## src/rtl/axis_coincidence_reader_if.sv

```systemverilog
// AXI4-Stream output bus of the coincidence reader: one event word per transfer.
interface axis_coincidence_reader_if #(
  parameter int DATA_W = 158
);
  logic [DATA_W-1:0] tdata;
  logic              tvalid;
  logic              tready;

  modport master (output tdata, output tvalid, input tready);
  modport slave  (input tdata, input tvalid, output tready);
endinterface

```

## src/rtl/axis_coincidence_reader.sv

```systemverilog
// Multi-channel coincidence window with multiplicity threshold and AXIS event output.
// Optional COINCIDENCE_READER_MASK_EN adds cfg_mask (per-channel trigger/multiplicity enable).
module axis_coincidence_lane #(
  parameter int CHANNEL_WIDTH = 16
) (
  input  logic                     aclk,
  input  logic                     aresetn,
  input  logic [CHANNEL_WIDTH-1:0] din,
  input  logic                     en,
  input  logic                     capture,
  input  logic                     accum,
  input  logic                     reduce,
  output logic                     hit,
  output logic [CHANNEL_WIDTH-1:0] data,
  output logic                     flag
);
  logic [CHANNEL_WIDTH-1:0] data_q, data_d;
  logic                     flag_q, flag_d;

  // Masked lanes still contribute hit bits to the pattern, just not to trigger/multiplicity.
  assign hit  = en & (|din);
  assign data = data_q;
  assign flag = flag_q;

  always_comb begin
    data_d = data_q;
    flag_d = flag_q;
    if (capture)     data_d = din;
    else if (accum)  data_d = data_q | din;
    if (reduce)      flag_d = en & (|data_q);
  end

  always_ff @(posedge aclk) begin
    if (!aresetn) begin
      data_q <= '0;
      flag_q <= 1'b0;
    end else begin
      data_q <= data_d;
      flag_q <= flag_d;
    end
  end
endmodule

module axis_coincidence_reader #(
  parameter  int CHANNELS      = 6,
  parameter  int CHANNEL_WIDTH = 16,
  parameter  int TIME_WIDTH    = 62,
  parameter  int CNTR_WIDTH    = 8,
  parameter  int LOST_WIDTH    = 32,
  localparam int SUM_WIDTH     = $clog2(CHANNELS+1),
  localparam int DATA_WIDTH    = CHANNELS*CHANNEL_WIDTH
) (
  input  logic                  aclk,
  input  logic                  aresetn,
  input  logic [DATA_WIDTH-1:0] din,
  input  logic [CNTR_WIDTH-1:0] cfg_window,
  input  logic [SUM_WIDTH-1:0]  cfg_threshold,
`ifdef COINCIDENCE_READER_MASK_EN
  input  logic [CHANNELS-1:0]   cfg_mask,
`endif
  axis_coincidence_reader_if.master m_axis,
  output logic [LOST_WIDTH-1:0] lost_count
);
  typedef enum logic [2:0] {IDLE, COLLECT, REDUCE, COUNT, DECIDE} state_t;

  state_t                                     state_q, state_d;
  logic [TIME_WIDTH-1:0]                      ts_q, ts_d;
  logic [TIME_WIDTH-1:0]                      time_q, time_d;
  logic [CNTR_WIDTH-1:0]                      cntr_q, cntr_d;
  logic [SUM_WIDTH-1:0]                       sum_q, sum_d;
  logic [TIME_WIDTH+DATA_WIDTH-1:0]           tdata_q, tdata_d;
  logic                                       tvalid_q, tvalid_d;
  logic [LOST_WIDTH-1:0]                      lost_q, lost_d;

  logic [CHANNELS-1:0]                        ch_en, lane_hit, lane_flag;
  logic [CHANNELS-1:0][CHANNEL_WIDTH-1:0]     lane_data;
  logic [DATA_WIDTH-1:0]                      data_flat;
  logic                                       trig, capture, accum, reduce;

`ifdef COINCIDENCE_READER_MASK_EN
  assign ch_en = cfg_mask;
`else
  assign ch_en = '1;
`endif

  assign trig      = |lane_hit;
  assign capture   = (state_q == IDLE) && trig;
  assign accum     = (state_q == COLLECT);
  assign reduce    = (state_q == REDUCE);
  assign data_flat = lane_data;

  for (genvar k = 0; k < CHANNELS; k++) begin : g_lane
    axis_coincidence_lane #(.CHANNEL_WIDTH(CHANNEL_WIDTH)) u_lane (
      .aclk    (aclk),
      .aresetn (aresetn),
      .din     (din[k*CHANNEL_WIDTH +: CHANNEL_WIDTH]),
      .en      (ch_en[k]),
      .capture (capture),
      .accum   (accum),
      .reduce  (reduce),
      .hit     (lane_hit[k]),
      .data    (lane_data[k]),
      .flag    (lane_flag[k])
    );
  end

  always_comb begin
    state_d  = state_q;
    ts_d     = ts_q + TIME_WIDTH'(1);
    time_d   = time_q;
    cntr_d   = cntr_q;
    sum_d    = sum_q;
    tdata_d  = tdata_q;
    tvalid_d = tvalid_q;
    lost_d   = lost_q;

    if (tvalid_q && m_axis.tready) tvalid_d = 1'b0;

    unique case (state_q)
      IDLE: if (trig) begin
        time_d  = ts_q;
        cntr_d  = '0;
        state_d = COLLECT;
      end
      COLLECT: begin
        cntr_d = cntr_q + CNTR_WIDTH'(1);
        // A shrinking cfg_window mid-window just ends collection early; never stalls.
        if (cntr_q >= cfg_window) state_d = REDUCE;
      end
      REDUCE: state_d = COUNT;
      COUNT: begin
        sum_d = '0;
        for (int k = 0; k < CHANNELS; k++) sum_d = sum_d + SUM_WIDTH'(lane_flag[k]);
        state_d = DECIDE;
      end
      DECIDE: begin
        state_d = IDLE;
        if (sum_q >= cfg_threshold) begin
          if (!tvalid_q || m_axis.tready) begin
            tdata_d  = {time_q, data_flat};
            tvalid_d = 1'b1;
          end else if (lost_q != '1) begin
            lost_d = lost_q + LOST_WIDTH'(1);
          end
        end
      end
      default: state_d = IDLE;
    endcase
  end

  always_ff @(posedge aclk) begin
    if (!aresetn) begin
      state_q  <= IDLE;
      ts_q     <= '0;
      time_q   <= '0;
      cntr_q   <= '0;
      sum_q    <= '0;
      tdata_q  <= '0;
      tvalid_q <= 1'b0;
      lost_q   <= '0;
    end else begin
      state_q  <= state_d;
      ts_q     <= ts_d;
      time_q   <= time_d;
      cntr_q   <= cntr_d;
      sum_q    <= sum_d;
      tdata_q  <= tdata_d;
      tvalid_q <= tvalid_d;
      lost_q   <= lost_d;
    end
  end

  assign m_axis.tdata  = tdata_q;
  assign m_axis.tvalid = tvalid_q;
  assign lost_count    = lost_q;
endmodule

```

## src/flat_wrapper.sv

```systemverilog
// flat-port wrapper written by rule: the top's interface ports become plain ports
module axis_coincidence_reader_flat 
#(
  parameter  int CHANNELS      = 6,
  parameter  int CHANNEL_WIDTH = 16,
  parameter  int TIME_WIDTH    = 62,
  parameter  int CNTR_WIDTH    = 8,
  parameter  int LOST_WIDTH    = 32,
  localparam int SUM_WIDTH     = $clog2(CHANNELS+1),
  localparam int DATA_WIDTH    = CHANNELS*CHANNEL_WIDTH
)
  (aclk, aresetn, din, cfg_window, cfg_threshold, lost_count, m_axis_tdata, m_axis_tvalid, m_axis_tready);
  axis_coincidence_reader_if #(.DATA_W((62 + 96))) m_axis_i ();
  input  logic aclk;
  input  logic aresetn;
  input  logic [DATA_WIDTH-1:0] din;
  input  logic [CNTR_WIDTH-1:0] cfg_window;
  input  logic [SUM_WIDTH-1:0] cfg_threshold;
  output logic [LOST_WIDTH-1:0] lost_count;
  output wire logic [$bits(m_axis_i.tdata)-1:0] m_axis_tdata;
  output wire logic [$bits(m_axis_i.tvalid)-1:0] m_axis_tvalid;
  input wire logic [$bits(m_axis_i.tready)-1:0] m_axis_tready;
  assign m_axis_tdata = m_axis_i.tdata;
  assign m_axis_tvalid = m_axis_i.tvalid;
  assign m_axis_i.tready = m_axis_tready;
  axis_coincidence_reader #(.CHANNELS(CHANNELS), .CHANNEL_WIDTH(CHANNEL_WIDTH), .TIME_WIDTH(TIME_WIDTH), .CNTR_WIDTH(CNTR_WIDTH), .LOST_WIDTH(LOST_WIDTH)) u_core (.aclk(aclk), .aresetn(aresetn), .din(din), .cfg_window(cfg_window), .cfg_threshold(cfg_threshold), .m_axis(m_axis_i), .lost_count(lost_count));
endmodule
```

## config.mk

```make
export PLATFORM = sky130hd
export DESIGN_NAME = axis_coincidence_reader_flat
export DESIGN_NICKNAME = d
export VERILOG_FILES = /design/src/rtl/axis_coincidence_reader_if.sv /design/src/rtl/axis_coincidence_reader.sv /design/src/flat_wrapper.sv
export SDC_FILE = /design/constraint.sdc
export NUM_CORES = 1
export LEC_CHECK = 0
export ABC_AREA = 1
export CAP_MARGIN = 20
export CORE_AREA = 2 2 223 225
export CTS_CLUSTER_SIZE = 24
export DETAILED_ROUTE_END_ITERATION = 10
export DIE_AREA = 0 0 225 227
export PLACE_DENSITY = 0.72
export SETUP_SLACK_MARGIN = 0.4
export SLEW_MARGIN = 20
export SYNTH_ARGS = -nofsm -noshare
export SYNTH_HDL_FRONTEND = slang
export SYNTH_SLANG_ARGS = --single-unit
```

## constraint.sdc

```tcl
create_clock -name aclk -period 2.2 [get_ports aclk]
set_input_delay 0.55 -clock aclk [delete_from_list [all_inputs] [get_ports aclk]]
set_output_delay 0.55 -clock aclk [all_outputs]
set_load 0.05 [all_outputs]
```

* After elaboration in Yosys (flattened, before gate mapping)
Index checks and enable logic that the tools add are counted.
** Word-level totals
- Register bits :: 431
- Output and inout port bits :: 191
- Word-level logic and storage cells :: 84
** Operators by class
- Add/subtract/negate cells :: 8
- Order comparisons :: 2
- Equal/unequal tests :: 7
- Mux-type cells :: 21
- Bitwise logic cells :: 7
- Reduce and logical (&&, ||, !) cells :: 19
** Operators with widths (count)
- two-way mux 16 bit :: 12
- OR 16 bit :: 6
- OR reduction 16 bit :: 6
- OR reduction 96 bit :: 1
- adder 62 x 1 -> 62 bit (second input constant) :: 1
- adder 32 x 1 -> 32 bit (second input constant) :: 1
- != test 32 bit (second input constant) :: 1
- case mux 8 bit (2 select lines) :: 1
- adder 3 x 1 -> 3 bit :: 4
- case mux 3 bit (4 select lines) :: 1
- adder 8 x 1 -> 8 bit (second input constant) :: 1
- greater-or-equal comparator 8 bit :: 1
- two-way mux 8 bit :: 1
- equality test 3 x 2 -> 1 bit (second input constant) :: 2
- two-way mux 3 bit :: 2
- AND reduction 2 bit :: 3
- two-way mux 1 bit :: 4
- AND reduction 4 bit :: 1
- nonzero test 2 bit :: 2
- equality test 3 x 1 -> 1 bit (second input constant) :: 1
- equality test 3 bit (second input constant) :: 1
- greater-or-equal comparator 3 bit :: 1
- logical NOT 3 bit :: 1
- AND reduction 3 bit :: 1
- 7 further kinds :: 8

* Longest topological paths before layout
- Word-level depth :: 5
- Mapped depth :: 14
- Gate-level depth less buffers :: 14

* Cells and area by module
A second synthesis with hierarchy kept.
** Unflattened totals
- Cell total of the unflattened synthesis :: 2632
- Area total of the unflattened synthesis :: 19140.9 µm²
** By module, submodules not included
- axis_coincidence_reader :: times used 1, cells an instance 2026, area an instance 14471.4 µm², seq. area each 6586.3 µm²
- axis_coincidence_lane :: times used 6, cells an instance 101, area an instance 778.2 µm², seq. area each 340.3 µm²

* Worst setup path after synthesis
OpenSTA, ideal clock, no wires.
- Path type :: register to register
- From :: register u_core.g_lane[1].u_lane.flag_q
- To :: register u_core.sum_q[1]
- Library setup time :: 0.116 ns
- Data arrival time :: 2.033 ns
- Data required time :: 2.084 ns
- Path slack :: 0.051 ns
- Cell stages (with the launch flop) :: 9
- Path buffers :: 0
- Clock period less this slack :: 2.149 ns
- Cell sequence :: dfxtp_1 ha_1 inv_1 fa_1 inv_1 fa_1 fa_1 nor2_1 nor2_1
** On the way
- Longest elaborated chain between the ends :: 5
** Ends and longest elaborated chain
- start: declaration :: RTL line axis_coincidence_reader.sv:18 : logic flag_q, flag_d;
- start signal: assignment :: RTL line axis_coincidence_reader.sv:39 : flag_q <= flag_d;
- adder 1 x 1 -> 2 bit :: RTL line axis_coincidence_reader.sv:133 : for (int k = 0; k < CHANNELS; k++) sum_d = sum_d + SUM_WIDTH'(lane_flag[k]);
- adder 3 x 1 -> 3 bit (4 in a row) :: RTL line axis_coincidence_reader.sv:133
- end signal: assignment :: RTL line axis_coincidence_reader.sv:166 : sum_q <= sum_d;
- end: declaration :: RTL line axis_coincidence_reader.sv:70 : logic [SUM_WIDTH-1:0] sum_q, sum_d;
Every way passes these cells.
A chain may end at the register's enable or synchronous reset.

* Worst setup path after layout
- From :: register u_core.g_lane[0].u_lane.flag_q
- To :: register u_core.sum_q[1]
** On the way
- Longest elaborated chain between the ends :: 5
** Ends and longest elaborated chain (RTL line)
- start: declaration :: axis_coincidence_reader.sv:18
- start signal: assignment :: axis_coincidence_reader.sv:39
- adder 1 x 1 -> 2 bit :: axis_coincidence_reader.sv:133
- adder 3 x 1 -> 3 bit (4 in a row) :: axis_coincidence_reader.sv:133
Every way passes these cells.

==> results.md <==
- The mapped netlist covers 18300 µm².
- The number of remaining DRC errors is 0.
- Setup repair after global routing could not meet its margin everywhere.
- The design draws 19.1 mW.
- In the layout the commonest cells are 446 x nand2_1, 381 x dfxtp_1, 301 x nor2_1.
- In this run, synthesis inferred 0 flip-flops with an integrated enable.
- The net total in the final layout is 3107.
- Wires add up to 62500 µm.
- After floorplanning, the core was sized to cover 48500 µm².
- In this run, synthesis produced a sequential element count of 431.
- The internal portion of the total power is 14.0 mW.
- The total power divided by cell area is 693 nW/µm².
- TritonCTS built the clock tree.
- Static timing analysis puts the maximum clock frequency at 0.462 GHz.
- The setup path with the least slack is of type reg2reg.
- The clock latency reported for the late side of the worst-skew pair is 0.60 ns.
- The estimated wirelength of the detail-placed design is 37300 µm.
- The tool flagged a number of max-cap violations equal to 0.
- The floorplan has 81 rows.
- Of the synthesized area, sequential elements account for 0.472.
- The die area is 51100 µm².
- The first global-routing pass estimated 83500 µm of wire.
- At the end of routability-driven placement, the weighted congestion stood at 0.946.
- The kind of start point of the critical path is a register.
- The portion of total power attributed to the clock network is 0.431.
- The maximum buffer depth of the clock tree is 3.
- The layout overhead on the synthesized area is 50.4%.
- Once routing completed, OpenROAD measured the worst setup slack at 0.0374 ns.
- The die height is 227 µm.
- For the pin with the worst max-slew slack, the measured transition is 0.793 ns.
- For this run, the number of Yosys warnings is 0.
- Dividing the detail-routed via count by the number of cells gives 5.13.
- The number of clock sinks is 431.
- The number of slew-limit violations in the final report is 0.
- The signal arrival time at the worst endpoint is 2.63 ns.
- The number of H-tree levels is 2.
- For this run the aggregate overflow at the end of global routing stands at 0.
- The initial antenna violation count is 2.
- The setup-violating endpoint count in the final report is 0.
- The initial core utilization is 0.377.
- Fill cells in the final layout number 4188.
- The width of the die is 225 µm.
- After detailed routing, the average wire length per cell comes to 17.2 µm.
- The detailed-router iteration count before antenna repair is 6.
- The endpoint kind of the worst setup timing path is a register.
- For this design the total switching power over the nets is 5.06 mW.
- The peak ir drop on the vdd network is 0.000557 V.
- The most common cell after layout, fill and taps aside is nand2_1.
- The maximum number of pins on one net before global-route repair is 119.
- The worst slack after detailed placement is -0.554 ns.
- For this run, the total global-route usage over all layers was measured as 0.201.
- The proportion of register bits with asynchronous set or reset after synthesis is 0.
- The detail route stage leaves a number of antenna-violating nets equal to 0.
- Data on the critical path is required at its endpoint by 2.67 ns.
- The switching share of total power is 0.265.
- The number of buffers created by CTS is 47.
- During I/O placement, the number of pins put on the boundary was 301.
- The classification of the worst-slack hold path is in2reg.
- The synthesized netlist contains 44 unique library cells.
- The minimum period implied by the final worst setup slack is 2.16 ns.
- Clock-pin slew was measured on the worst setup and hold paths at 0.07 ns.
- The via count of the first global-routing pass came to 16400.
- Each instance of the synthesized netlist takes up on average 7.27 µm².
- Port buffering added 300 buffers.
- The register share of total power is 0.446.
- Dividing the final minimum period by the clock period gives 0.983.
- Along the worst path, the maximum fanout reaches 2.
- In this run, the number of DRC markers left after iteration 0 of detailed routing was 1502.
- In this run the static leakage power is 11.5 nW.
- The final hold violation count was 0.
- The vias after detailed routing is 18700.
- Between clock sinks in the finished design, the worst skew comes to 0.0264 ns.
- Of the cells placed in the final design, the portion with a size suffix greater than 1 is 0.322.
- The worst-case headroom to the max-slew limit is 0.471.
- CTS placed an instance of clkbuf_16 at the clock tree root.
- The flow ran to the end, and the final reports show no timing, DRC or antenna violations.
- The main flop type after synthesis is dfxtp_1.
- The relative contribution of combinational cells to total power is 0.122.
- Counting every net in the synthesized netlist gives 2643.
- Synthesis produced a netlist whose cell count is 2515.
## worst paths after layout
check                                    endpoint  slack, ns  cells past startpoint                         start
setup / recovery                  u_core.sum_q[1]       0.04                      8  u_core.g_lane[0].u_lane.flag
hold / removal    u_core.g_lane[5].u_lane.data[8]       0.24                      3                       din[88]
setup reg to reg                  u_core.sum_q[1]       0.04                      8  u_core.g_lane[0].u_lane.flag
hold reg to reg           u_core.m_axis.tdata[61]       0.44                      2       u_core.m_axis.tdata[61]
## metrics by stage
stage | std cells | util | setup TNS [ns] | hold WS (ns) | instance area, µm²
after floorplan | 2515 | - | 0 | 0.434 | 18500
final | 3640 | 0.566 | 0 | 0.238 | 27500
after CTS | 3549 | 0.495 | 0 | 0.272 | 24100
after detailed placement | 3447 | 0.469 | -169.19 | 0.435 | 22800
after global routing | 3639 | 0.566 | -0.0727 | 0.239 | 27500
after global placement | 3447 | 0.469 | -158.60 | 0.431 | 22800
## cells in the mapped netlist, types with 22 or more instances
master    number  area, µm²
a21oi_1      335       1680
clkbuf_1      84        315
dfxtp_1      431       8630
inv_1        280       1050
nand2_1      478       1790
nand3_1       55        275
nand4_1       29        181
nor2_1       325       1220
nor3_1        50        250
nor4_1        22        138
o21ai_0      247       1240
xor2_1        22        193
## worst max-delay path: stages, from the launching register on
cell and delay [ns]:
dfxtp_2 0.34, ha_4 0.26, inv_2 0.03, fa_1 0.46
inv_1 0.05, fa_2 0.33, fa_1 0.44, nor2_1 0.10
nor2_1 0.05
## state kept, by name, indices dropped and copies added, names as in the netlist
name	cells
u_core.cntr_q	8
u_core.m_axis.tdata	158
u_core.m_axis.tvalid	1
u_core.state_q	3
u_core.lost_count	32
u_core.time_q	62
u_core.g_lane.u_lane.flag	6
u_core.g_lane.u_lane.data	96
u_core.ts_q	62
u_core.sum_q	3
## layout make-up
class | instances | area (µm²) | share of cell area
multi-input combinational | 1676 | 9810 | 0.357
sequential | 431 | 8710 | 0.317
timing repair buffer | 535 | 5450 | 0.198
clock buffer | 66 | 1360 | 0.0494
inverter | 287 | 1110 | 0.0404
tap | 622 | 778 | 0.0283
clock inverter | 20 | 262 | 0.00951
timing repair inverter | 1 | 11.3 | 0.000410
antenna | 2 | 5.00 | 0.000182
## what timing repair did
action	in CTS	in global routing
resized for setup	946	672
pin swaps	47	199
cloned	7	48
hold buffers	0	0
setup buffers	9	41
setup endpoints to repair	536	417
## kinds of logic after synthesis
| group | Yosys count | synth area share |
|---|---|---|
| simple gates | 1028 | 0.244 |
| buf+inv | 408 | 0.0889 |
| compound gates | 598 | 0.166 |
| flops | 431 | 0.472 |
| xor+xnor | 32 | 0.0153 |
| fa+ha+maj | 18 | 0.0136 |
## power groups by stage
stage | clock network, mW | registers (mW) | logic [mW]
finish | 8.22 | 8.51 | 2.34
global route | 8.66 | 8.55 | 2.53
CTS | 8.32 | 8.41 | 1.94
detailed placement | 0 | 8.58 | 1.78
global placement | 0 | 8.57 | 1.77
floorplan | 0 | 8.58 | 1.04
## layer usage
metal	GRT usage	wire length, µm	vias to the layer above	share of wire
met2	0.351	31100	643	0.50
met4	0.0795	2700	0	0.043
met3	0.0328	3520	168	0.056
met5	0	0	-	0
met1	0.249	25100	8758	0.40
li1	-	-	9091	-
Note: power is estimated with default switching activity, not from simulation.
